[src/rtl/mux_scan_ctrl_if.sv]
// Signal bundle between the scan controller and the 8-to-1 mux / request logic.
// The master is the controller; the slave is the mux plus whoever issues requests.
interface mux_scan_ctrl_if;
    logic       start;
    logic       continuous;
    logic       abort;
    logic       y;
    logic       a;
    logic       b;
    logic       c;
    logic       busy;
    logic       done;
    logic [7:0] data;

    modport master (
        input  start, continuous, abort, y,
        output a, b, c, busy, done, data
    );

    modport slave (
        output start, continuous, abort, y,
        input  a, b, c, busy, done, data
    );
endinterface

[src/rtl/mux_scan_ctrl.sv]
// Steps an 8-to-1 mux select through channels 0..7, samples y once per channel
// and publishes the eight samples as one registered byte with a done pulse.
module mux_scan_ctrl #(
    parameter int unsigned SETTLE_CYCLES = 2
) (
    input  logic                clk,
    input  logic                rst_n,
    mux_scan_ctrl_if.master     bus
);

    localparam int unsigned CNT_W  = 8;
    localparam int unsigned SEL_W  = 3;
    localparam int unsigned DATA_W = 8;

    localparam logic [1:0] ST_IDLE   = 2'd0;
    localparam logic [1:0] ST_SETTLE = 2'd1;
    localparam logic [1:0] ST_SAMPLE = 2'd2;
    localparam logic [1:0] ST_DONE   = 2'd3;

    localparam logic [CNT_W-1:0] CNT_LAST = CNT_W'(SETTLE_CYCLES - 1);
    localparam logic [SEL_W-1:0] SEL_LAST = SEL_W'(7);

    logic [1:0]        state_q,  state_d;
    logic [SEL_W-1:0]  sel_q,    sel_d;
    logic [CNT_W-1:0]  cnt_q,    cnt_d;
    logic [DATA_W-1:0] shadow_q, shadow_d;
    logic [DATA_W-1:0] data_q,   data_d;
    logic              done_q,   done_d;
    logic              busy_q,   busy_d;

    // Next-state and datapath update
    always_comb begin
        state_d  = state_q;
        sel_d    = sel_q;
        cnt_d    = cnt_q;
        shadow_d = shadow_q;
        data_d   = data_q;
        done_d   = 1'b0;

        case (state_q)
            ST_IDLE: begin
                sel_d = '0;
                if (bus.start) begin
                    state_d = ST_SETTLE;
                    cnt_d   = '0;
                end
            end
            ST_SETTLE: begin
                cnt_d = cnt_q + CNT_W'(1);
                if (cnt_q == CNT_LAST) begin
                    state_d = ST_SAMPLE;
                end
            end
            ST_SAMPLE: begin
                shadow_d[sel_q] = bus.y;
                if (sel_q == SEL_LAST) begin
                    // Publish including the bit captured on this same edge
                    state_d = ST_DONE;
                    data_d  = shadow_d;
                    done_d  = 1'b1;
                end else begin
                    state_d = ST_SETTLE;
                    sel_d   = sel_q + SEL_W'(1);
                    cnt_d   = '0;
                end
            end
            ST_DONE: begin
                sel_d = '0;
                if (bus.continuous) begin
                    state_d = ST_SETTLE;
                    cnt_d   = '0;
                end else begin
                    state_d = ST_IDLE;
                end
            end
            default: begin
                state_d = ST_IDLE;
                sel_d   = '0;
            end
        endcase

        // Abort overrides every transition; the published byte is kept
        if (bus.abort) begin
            state_d  = ST_IDLE;
            sel_d    = '0;
            cnt_d    = '0;
            shadow_d = '0;
            data_d   = data_q;
            done_d   = 1'b0;
        end

        busy_d = (state_d != ST_IDLE);
    end

    always_ff @(posedge clk or negedge rst_n) begin
        if (!rst_n) begin
            state_q  <= ST_IDLE;
            sel_q    <= '0;
            cnt_q    <= '0;
            shadow_q <= '0;
            data_q   <= '0;
            done_q   <= 1'b0;
            busy_q   <= 1'b0;
        end else begin
            state_q  <= state_d;
            sel_q    <= sel_d;
            cnt_q    <= cnt_d;
            shadow_q <= shadow_d;
            data_q   <= data_d;
            done_q   <= done_d;
            busy_q   <= busy_d;
        end
    end

    assign bus.a    = sel_q[0];
    assign bus.b    = sel_q[1];
    assign bus.c    = sel_q[2];
    assign bus.busy = busy_q;
    assign bus.done = done_q;
    assign bus.data = data_q;

endmodule

[src/flat_wrapper.sv]
// flat-port wrapper written by rule: the top's interface ports become plain ports
module mux_scan_ctrl_flat 
#(
    parameter int unsigned SETTLE_CYCLES = 2
)
  (clk, rst_n, bus_start, bus_continuous, bus_abort, bus_y, bus_a, bus_b, bus_c, bus_busy, bus_done, bus_data);
  mux_scan_ctrl_if bus_i ();
  input  logic clk;
  input  logic rst_n;
  input wire logic [$bits(bus_i.start)-1:0] bus_start;
  input wire logic [$bits(bus_i.continuous)-1:0] bus_continuous;
  input wire logic [$bits(bus_i.abort)-1:0] bus_abort;
  input wire logic [$bits(bus_i.y)-1:0] bus_y;
  output wire logic [$bits(bus_i.a)-1:0] bus_a;
  output wire logic [$bits(bus_i.b)-1:0] bus_b;
  output wire logic [$bits(bus_i.c)-1:0] bus_c;
  output wire logic [$bits(bus_i.busy)-1:0] bus_busy;
  output wire logic [$bits(bus_i.done)-1:0] bus_done;
  output wire logic [$bits(bus_i.data)-1:0] bus_data;
  assign bus_i.start = bus_start;
  assign bus_i.continuous = bus_continuous;
  assign bus_i.abort = bus_abort;
  assign bus_i.y = bus_y;
  assign bus_a = bus_i.a;
  assign bus_b = bus_i.b;
  assign bus_c = bus_i.c;
  assign bus_busy = bus_i.busy;
  assign bus_done = bus_i.done;
  assign bus_data = bus_i.data;
  mux_scan_ctrl #(.SETTLE_CYCLES(SETTLE_CYCLES)) u_core (.clk(clk), .rst_n(rst_n), .bus(bus_i));
endmodule
[config.mk]
export PLATFORM = sky130hd
export DESIGN_NAME = mux_scan_ctrl_flat
export DESIGN_NICKNAME = d
export VERILOG_FILES = /design/src/rtl/mux_scan_ctrl_if.sv /design/src/rtl/mux_scan_ctrl.sv /design/src/flat_wrapper.sv
export SDC_FILE = /design/constraint.sdc
export NUM_CORES = 1
export LEC_CHECK = 0
export CORE_MARGIN = 4
export CORE_UTILIZATION = 45
export CTS_CLUSTER_SIZE = 20
export DETAILED_ROUTE_END_ITERATION = 10
export PLACE_DENSITY = 0.64
export SLEW_MARGIN = 25
export SYNTH_ARGS = -nofsm -noshare
export SYNTH_HDL_FRONTEND = slang
export SYNTH_SLANG_ARGS = --single-unit
[constraint.sdc]
create_clock -name clk -period 2.76 [get_ports clk]
set_input_delay 0.552 -clock clk [delete_from_list [all_inputs] [get_ports clk]]
set_output_delay 0.552 -clock clk [all_outputs]
set_load 0.05 [all_outputs]
After elaboration in Yosys (flattened, before gate mapping)
Cells that the tools add are included.
{"block": "totals", "register_bits": 31, "latchBits": 0, "mem_bits_rw": 0, "romBits": 0, "in_bits": 6, "out_inout_bits": 13, "wordCells": 51, "n_memories": 0}
{"block": "op_classes", "n_addsub": 2, "multipliers": 0, "n_div": 0, "n_lt_le_gt_ge": 2, "eq_ne": 8, "shift": 0, "muxes": 22, "bitwise_logic": 1, "n_reduce_logical": 9}
{"operator": "8-bit two-way mux", "count": 6}
{"operator": "8-bit case mux with 4 select lines", "count": 1}
{"operator": "3-bit != test, second input constant", "count": 3}
{"operator": "8-bit by 1-bit adder with 8-bit output, second input constant", "count": 1}
{"operator": "8-bit bitwise mux", "count": 1}
{"operator": "8-bit by 1-bit == test with 1-bit output, second input constant", "count": 1}
{"operator": "2-bit two-way mux", "count": 4}
{"operator": "2-bit case mux with 4 select lines", "count": 1}
{"operator": "3-bit two-way mux", "count": 2}
{"operator": "3-bit case mux with 2 select lines", "count": 1}
{"operator": "3-bit AND reduction", "count": 2}
{"operator": "1-bit two-way mux", "count": 5}
{"operator": "2-bit == test, second input constant", "count": 2}
{"operator": "3-bit by 4-bit less-than comparator with 1-bit output, second input constant", "count": 1}
{"operator": "2-bit nonzero test", "count": 2}
{"operator": "3-bit by 1-bit adder with 3-bit output, second input constant", "count": 1}
{"operator": "1-bit demux with 3-bit select", "count": 1}
{"operator": "3-bit == test, second input constant", "count": 1}
{"operator": "3-bit by 1-bit greater-or-equal comparator with 1-bit output, second input constant", "count": 1}
{"operator": "3-bit nonzero test", "count": 1}
{"operator": "2-bit by 1-bit == test with 1-bit output, second input constant", "count": 1}
{"operator": "2-bit zero test", "count": 1}
{"operator": "2-bit AND reduction", "count": 1}
{"operator": "2-bit OR reduction", "count": 1}
{"operator": "other kinds (2)", "count": 2}

Longest topological paths before layout
Gate-level depths: netlist of the first run.
{"block": "depth", "word_depth": 7, "depth_mapped": 8, "depth_no_buf": 6}

Least setup slack after synthesis of the first run
No wires, ideal clock.
{"block": "synth_timing", "path_kind": "reg2reg", "startpoint": "register u_core.sel_q[0]", "endpoint": "register u_core.data_q[6], in the netlist u_core.bus.data[6]", "setup_ns": 0.123, "arrival_ns": 1.648, "t_required_ns": 2.637, "slack_ns": 0.988, "path_stages_with_launch": 8, "n_path_buf": 1, "period_less_slack_ns": 1.772, "cell_sequence": "dfrtp_1 -> ha_1 -> ha_1 -> and2_4 -> nand2b_2 -> buf_2 -> nand2_1 -> o21ai_1"}
{"block": "synth_between", "elab_chain_len": 5, "word_cells_on_any_way": 8, "cone_classes": "order compare: 2; eq/ne: 1; mux: 3; reduce/logical: 2"}
{"element": "start: declaration", "line_no": "mux_scan_ctrl.sv:24", "text": "logic [SEL_W-1:0] sel_q, sel_d;"}
{"element": "start signal: assignment", "line_no": "mux_scan_ctrl.sv:106", "text": "sel_q <= sel_d;"}
{"element": "3-bit by 4-bit less-than comparator with 1-bit output (implied by the code) or 3-bit by 1-bit greater-or-equal comparator with 1-bit output (tied branches)", "line_no": "mux_scan_ctrl.sv:55", "text": "shadow_d[sel_q] = bus.y;"}
{"element": "1-bit logical AND (implied by the code)", "line_no": "mux_scan_ctrl.sv:55"}
{"element": "1-bit two-way mux (implied by the code)", "line_no": "mux_scan_ctrl.sv:55"}
{"element": "1-bit demux with 3-bit select"}
{"element": "8-bit bitwise mux", "line_no": "mux_scan_ctrl.sv:55"}
{"element": "end signal: assignment", "line_no": "mux_scan_ctrl.sv:109", "text": "data_q <= data_d;"}
{"element": "end: declaration", "line_no": "mux_scan_ctrl.sv:27", "text": "logic [DATA_W-1:0] data_q, data_d;"}
Several ways; a longest one is shown, not always the timed one.
A chain may end at the register's enable or synchronous reset.

Final worst setup path of the first run
{"block": "layout_timing", "startpoint": "register u_core.sel_q[0]", "endpoint": "output bus_a"}
{"element": "end: declaration", "line_no": "flat_wrapper.sv:14", "text": "output wire logic [$bits(bus_i.a)-1:0] bus_a;"}
No word-level cell between the ends.

==> run metrics, run 1 <==
pin slew with the least headroom to its limit 515 ps; final net count 217; status finished clean; synthesized area 1750 µm²; core area 3720 µm²; top sig layer met4; commonest non-fill, non-tap cell in the layout dfrtp_1; 1st-iter DRT viols 35; first-pass GRT wire length 5.63 mm; TNS Setup 0 ps; reg-to-reg endpoint u_core.cnt_q[7]$_DFFE_PN0P_; vias in the first global route 1,246; Starting Density 47.0%; Critical Path Start Type flop; fmax 423 MHz; Seq pwr share 40.2%; CTS Root Buffer Type clkbuf_8; R2R setup slack 900 ps; crit-path cells clkdlybuf4s50_1; Post-DRT Antenna Nets 0; # Post-CTS Setup Buffers 0; Power Dens Cells 643 nW/µm²; crit path DAT 1810 ps; Die Ht 70.3 µm; Worst slew margin 65.5%; Total GRT Usage 14.1%; Tmin final 2360 ps; Hold Vio Cnt, Final 0; H-tree lvl count 2; grt total ovfl 0; Avg Inst Size Synth 9.39 µm²; Clock Skews 1.85 ps; HPWL after DPL 2.38 mm; Rows 22; #FFs+latches synth 31; P_sw 0.482 mW; Clock Path Buffers 2; Max Slew Vio Count 0; Vias 1,345; Mapped Cells 186; Clk pin slew, worst setup/hold paths 60 ps; CTS buffer count 5; worst-skew pair later-pin latency 280 ps; Tcrit/Tclk final 85.7%; Crit path max-delay family buffers and inverters; worst vdd ir 0.000263 V; mean routed wirelength per cell 13.5 µm; diode count 0; CTS tree done; Power Internal 0.827 mW; antenna violations before repair 0; Mapped Nets 200; fin area 2040 µm²; required time of the critical path 2210 ps; Crit path depth 1; PortBufs 18; Hold Buf Count CTS 0; Pleak 0.875 nW; final wirelength 3.40 mm; DRT met1 WL 1.68 mm; Reg2Reg Depth 6; chip width 70.3 µm; Top Ports 19; largest net degree at the start of global routing 32; drt via density 5.34; die area 4940 µm²; hold path startpoint u_core.bus.data[6]$_DFFE_PN0N_; setup violators final 0; P&R area growth vs syn 16.5%; RSZ-0062 raised after global routing no; Hold Path Class flop to flop; worst r2r src u_core.sel_q[0]$_DFFE_PN0P_; post-cts sizing count 0; max-cap violations 0; share of cells above drive strength 1 8.33%; Placer Congestion 0.805; most frequent cells in the layout dfrtp_1 (31), nor2_1 (23), nand2_1 (21); clock power share 25.5%; crit-path max cell delay 900 ps; Logic pwr share 34.3%; CP Capture Type primary output; 1st-pass router iterations 4; sequential area share after synthesis 44.4%; clock sink total 31; final total power 1.31 mW; Distinct cells, synth 38; Hold EP u_core.bus.data[6]$_DFFE_PN0N_; Buf/Inv on CP 1; Hold Crit Depth 2; WL met3 125 µm; Worst Path Max Fanout 16; Syn. warnings 0; drc violations 0; Placed Area 1950 µm²; wire length on met2 1.55 mm; CP Class flop to primary output; sw frac 36.8%; Slowest-stage cell, CP clkdlybuf4s50_1
## synth_stat cells
cell type | count | area share, %
inv_2 | 1 | 0.21
o21ai_0 | 2 | 0.57
ha_1 | 8 | 5.7
clkbuf_1 | 4 | 0.86
a211oi_1 | 1 | 0.43
a21oi_1 | 7 | 2.0
nand3b_1 | 2 | 0.86
nand2b_1 | 4 | 1.4
mux2i_1 | 17 | 9.7
o221a_2 | 1 | 0.64
and2_4 | 1 | 0.50
nand4_1 | 2 | 0.72
a22oi_1 | 2 | 0.86
inv_1 | 8 | 1.7
o211ai_1 | 2 | 0.86
nand2_1 | 21 | 4.5
nor3_1 | 6 | 1.7
buf_4 | 1 | 0.43
dfrtp_1 | 31 | 44
o32ai_1 | 2 | 1.0
nand3_1 | 7 | 2.0
nor2b_1 | 3 | 1.1
o221ai_4 | 1 | 1.5
a2bb2oi_1 | 1 | 0.50
o21ai_1 | 8 | 2.3
nand2b_2 | 1 | 0.50
or3_2 | 1 | 0.43
a21o_1 | 1 | 0.43
and3_1 | 1 | 0.36
nor4b_2 | 1 | 0.86
a31oi_1 | 3 | 1.1
o21bai_1 | 1 | 0.43
buf_2 | 5 | 1.4
nor2_1 | 23 | 4.9
a211oi_2 | 1 | 0.72
nand4b_1 | 3 | 1.5
or3_1 | 1 | 0.36
nand2_2 | 1 | 0.36
## tightest hold or removal path, delay by kind of cell, from the launching register on
kind | cells | cell delay [ps]
compound gates | 1 | 60
flops | 1 | 340
simple gates | 1 | 50
## logic make-up (layout without fill, tap and decap cells)
logic type / Yosys count / in the layout / synth area share [%]
AND/OR/NAND/NOR: 78 / 78 / 22.1
AO/OA/AOI/OAI: 33 / 33 / 13.3
flip-flops: 31 / 31 / 44.4
adder cells (fa/ha/maj): 8 / 8 / 5.73
multiplexers: 17 / 17 / 9.74
buffers and inverters: 19 / 37 / 4.66
## registers in the layout (all words and copies together) (netlist names)
register,count
u_core.state_q,2
u_core.shadow_q,8
u_core.bus.data,8
u_core.cnt_q,8
u_core.bus.done,1
u_core.sel_q,3
u_core.bus.busy,1
## worst max-delay path by stage
stage,from,to
6_report,u_core.sel_q[0]$_DFFE_PN0P_,bus_a
5_1_grt,u_core.sel_q[0]$_DFFE_PN0P_,bus_a
4_1_cts,u_core.sel_q[0]$_DFFE_PN0P_,bus_a
3_5_place_dp,u_core.sel_q[0]$_DFFE_PN0P_,bus_a
3_3_place_gp,u_core.sel_q[0]$_DFFE_PN0P_,bus_a
2_1_floorplan,u_core.sel_q[0]$_DFFE_PN0P_,u_core.bus.data[6]$_DFFE_PN0N_
## final cells by class
class	count	area (µm²)
multi-input cells	136	890
clock buffers	7	76.3
fillers	350	1680
flip-flops and latches	31	776
clock inverters	1	5.00
inverters	9	33.8
repair buffers	20	195
well taps	48	60.1
## metrics by stage
| stage | instances | hold WS [ps] | utilization [%] | worst slack (ps) |
|---|---|---|---|---|
| floorplan | 186 | 256 | - | 988 |
| global placement | 244 | 466 | 52.6 | 719 |
| detailed placement | 244 | 477 | 52.6 | 694 |
| CTS | 252 | 491 | 54.8 | 392 |
| global route | 252 | 503 | 54.8 | 309 |
| finish | 252 | 485 | 54.8 | 396 |
## layer usage
layer  vias up  track usage, %
met5         -               0
met4         0            6.38
met3         7            3.74
met2        25            21.4
met1       631            18.8
li1        682               -
## power groups by stage
stage / logic (mW) / registers, mW / clock network [mW]
5_1_grt: 0.490 / 0.532 / 0.367
6_report: 0.449 / 0.526 / 0.333
3_5_place_dp: 0.446 / 0.534 / 0
3_3_place_gp: 0.435 / 0.531 / 0
2_1_floorplan: 0.322 / 0.553 / 0
4_1_cts: 0.448 / 0.525 / 0.346
No activity file was read; power rests on OpenSTA's default activity.
==> run 2, diff against run 1 <==
--- a/config.mk
+++ b/config.mk
@@ -5,7 +5,7 @@
 export SDC_FILE = /design/constraint.sdc
 export NUM_CORES = 1
 export LEC_CHECK = 0
-export CORE_MARGIN = 4
+export CORE_MARGIN = 3
 export CORE_UTILIZATION = 45
 export CTS_CLUSTER_SIZE = 20
 export DETAILED_ROUTE_END_ITERATION = 10
==> run metrics, run 2 (synthesis results as in run 1) <==
status finished clean; pin slew with the least headroom to its limit 510 ps (-4.88 ps); Buf/Inv on CP 1 (unchanged); TNS Setup 0 ps (unchanged); max-cap violations 0 (unchanged); fmax 424 MHz (+0.27%); Worst Path Max Fanout 16 (unchanged); Hold Buf Count CTS 0 (unchanged); CP Capture Type primary output; worst-skew pair later-pin latency 280 ps (about the same); commonest non-fill, non-tap cell in the layout dfrtp_1; worst vdd ir 0.000434 V (+65%); Die Ht 68.3 µm (-2.8%); Hold Vio Cnt, Final 0 (unchanged); pre-CTS WS 698 ps (+3.72 ps); Vias 1,357 (+0.89%); Tcrit/Tclk final 85.4% (-0.23 points); drt via density 5.38 (+0.89%); CTS tree done; grt total ovfl 0 (unchanged); post-cts sizing count 0 (unchanged); met1 Use GR 23.0% (+4.3 points); diode count 0 (unchanged); # Post-CTS Setup Buffers 0 (unchanged); Starting Density 47.4% (+0.35 points); drc violations 0 (unchanged); largest net degree at the start of global routing 32 (unchanged); clock sink total 31 (unchanged); crit path DAT 1810 ps (about the same); first-pass GRT wire length 5.93 mm (+5.3%); GR Util met3 5.25% (+1.5 points); final wirelength 3.50 mm (+2.9%); R2R setup slack 920 ps (+20 ps); CTS buffer count 5 (unchanged); P&R area growth vs syn 18.6%; Worst slew margin 65.9% (+0.33 points); Post-DRT Antenna Nets 0 (unchanged); CP startpoint u_core.sel_q[0]$_DFFE_PN0P_; Placer Congestion 0.866 (+7.7%); vias in the first global route 1,293 (+3.8%); final net count 217 (unchanged); CP Class flop to primary output; 1st-pass router iterations 4 (unchanged); busiest grt layer met2; Total GRT Usage 16.9% (+2.8 points); hold path startpoint u_core.bus.data[1]$_DFFE_PN0N_; crit-path max cell delay 900 ps (about the same); Crit path max-delay family buffers and inverters; RSZ-0062 raised after global routing no; H-tree lvl count 2 (unchanged); antenna violations before repair 0 (unchanged); Clk pin slew, worst setup/hold paths 70 ps (about the same); worst r2r src u_core.sel_q[0]$_DFFE_PN0P_; Clock Path Buffers 2 (unchanged); PortBufs 18 (unchanged); Hold Path Class flop to flop; crit-path cells clkdlybuf4s50_1; required time of the critical path 2210 ps (about the same); Critical Path Start Type flop; mean routed wirelength per cell 13.9 µm (+2.9%); Tmin final 2360 ps (-6.37 ps); Power Dens Cells 695 nW/µm² (+8.2%); most frequent cells in the layout dfrtp_1 (31), nor2_1 (23), nand2_1 (21); setup violators final 0 (unchanged); CTS Root Buffer Type clkbuf_8; met2 usage 26.4% (+4.9 points); 1st-iter DRT viols 81 (+130%); chip width 68.3 µm (-2.8%); Top Ports 19 (unchanged); Pleak 0.894 nW (+2.2%); Slowest-stage cell, CP clkdlybuf4s50_1; core area 3690 µm² (-0.74%); final setup margin 402 ps (+6.37 ps); die area 4660 µm² (-5.6%); HPWL after DPL 2.47 mm (+3.7%); Max Slew Vio Count 0 (unchanged); Clock Skews 6.49 ps (+4.64 ps); share of cells above drive strength 1 9.31% (+0.98 points); Rows 22 (unchanged)
-- run 2: worst paths after layout --
check	endpoint	cells after the start
worst min-delay path	u_core.bus.data[1]$_DFFE_PN0N_	2
worst min register to register	u_core.bus.data[1]$_DFFE_PN0N_	2
min in group asynchronous	u_core.bus.data[3]$_DFFE_PN0N_	2
worst max-delay path	bus_a	1
max in group asynchronous	u_core.bus.busy$_DFF_PN0_	2
worst max register to register	u_core.bus.busy$_DFF_PN0_	6
-- run 2: metrics by stage --
| stage | hold slack, ps | total power, mW | instance area (µm²) | util, % | instances |
|---|---|---|---|---|---|
| 2_1_floorplan | 256 | 0.875 | 1750 | - | 186 |
| 6_report | 494 | 1.44 | 2070 | 56.2 | 252 |
| 5_1_grt | 518 | 1.52 | 2070 | 56.2 | 252 |
| 3_5_place_dp | 477 | 0.984 | 1950 | 53.0 | 244 |
| 4_1_cts | 492 | 1.45 | 2070 | 56.2 | 252 |
| 3_3_place_gp | 466 | 0.966 | 1950 | 53.0 | 244 |
-- run 2: per-layer routing --
layer / share of wire (%) / vias up
met5: 0 / -
met1: 49 / 646
met4: 0.89 / 0
met3: 4.3 / 4
li1: - / 683
met2: 46 / 24
-- run 2: area by class of cell --
type | count | area (µm²)
inverter | 9 | 33.8
multi-input combinational | 136 | 890
fill | 345 | 1620
timing repair buffer | 20 | 195
sequential | 31 | 776
clock buffer | 6 | 82.6
clock inverter | 2 | 35.0
tap | 48 | 60.1
-- run 2: worst reg2reg max path: stages (launching register included) --
cell	delay (ps)
dfrtp_1	550
ha_1	280
ha_1	210
and2_4	180
nor3_1	230
a211oi_2	90
o21bai_1	160
-- run 2: report_power, final --
| group | switching, mW | internal [mW] |
|---|---|---|
| Combinational | 0.286 | 0.164 |
| Sequential | 0.0404 | 0.486 |
| Clock | 0.172 | 0.292 |
| Total | 0.498 | 0.942 |
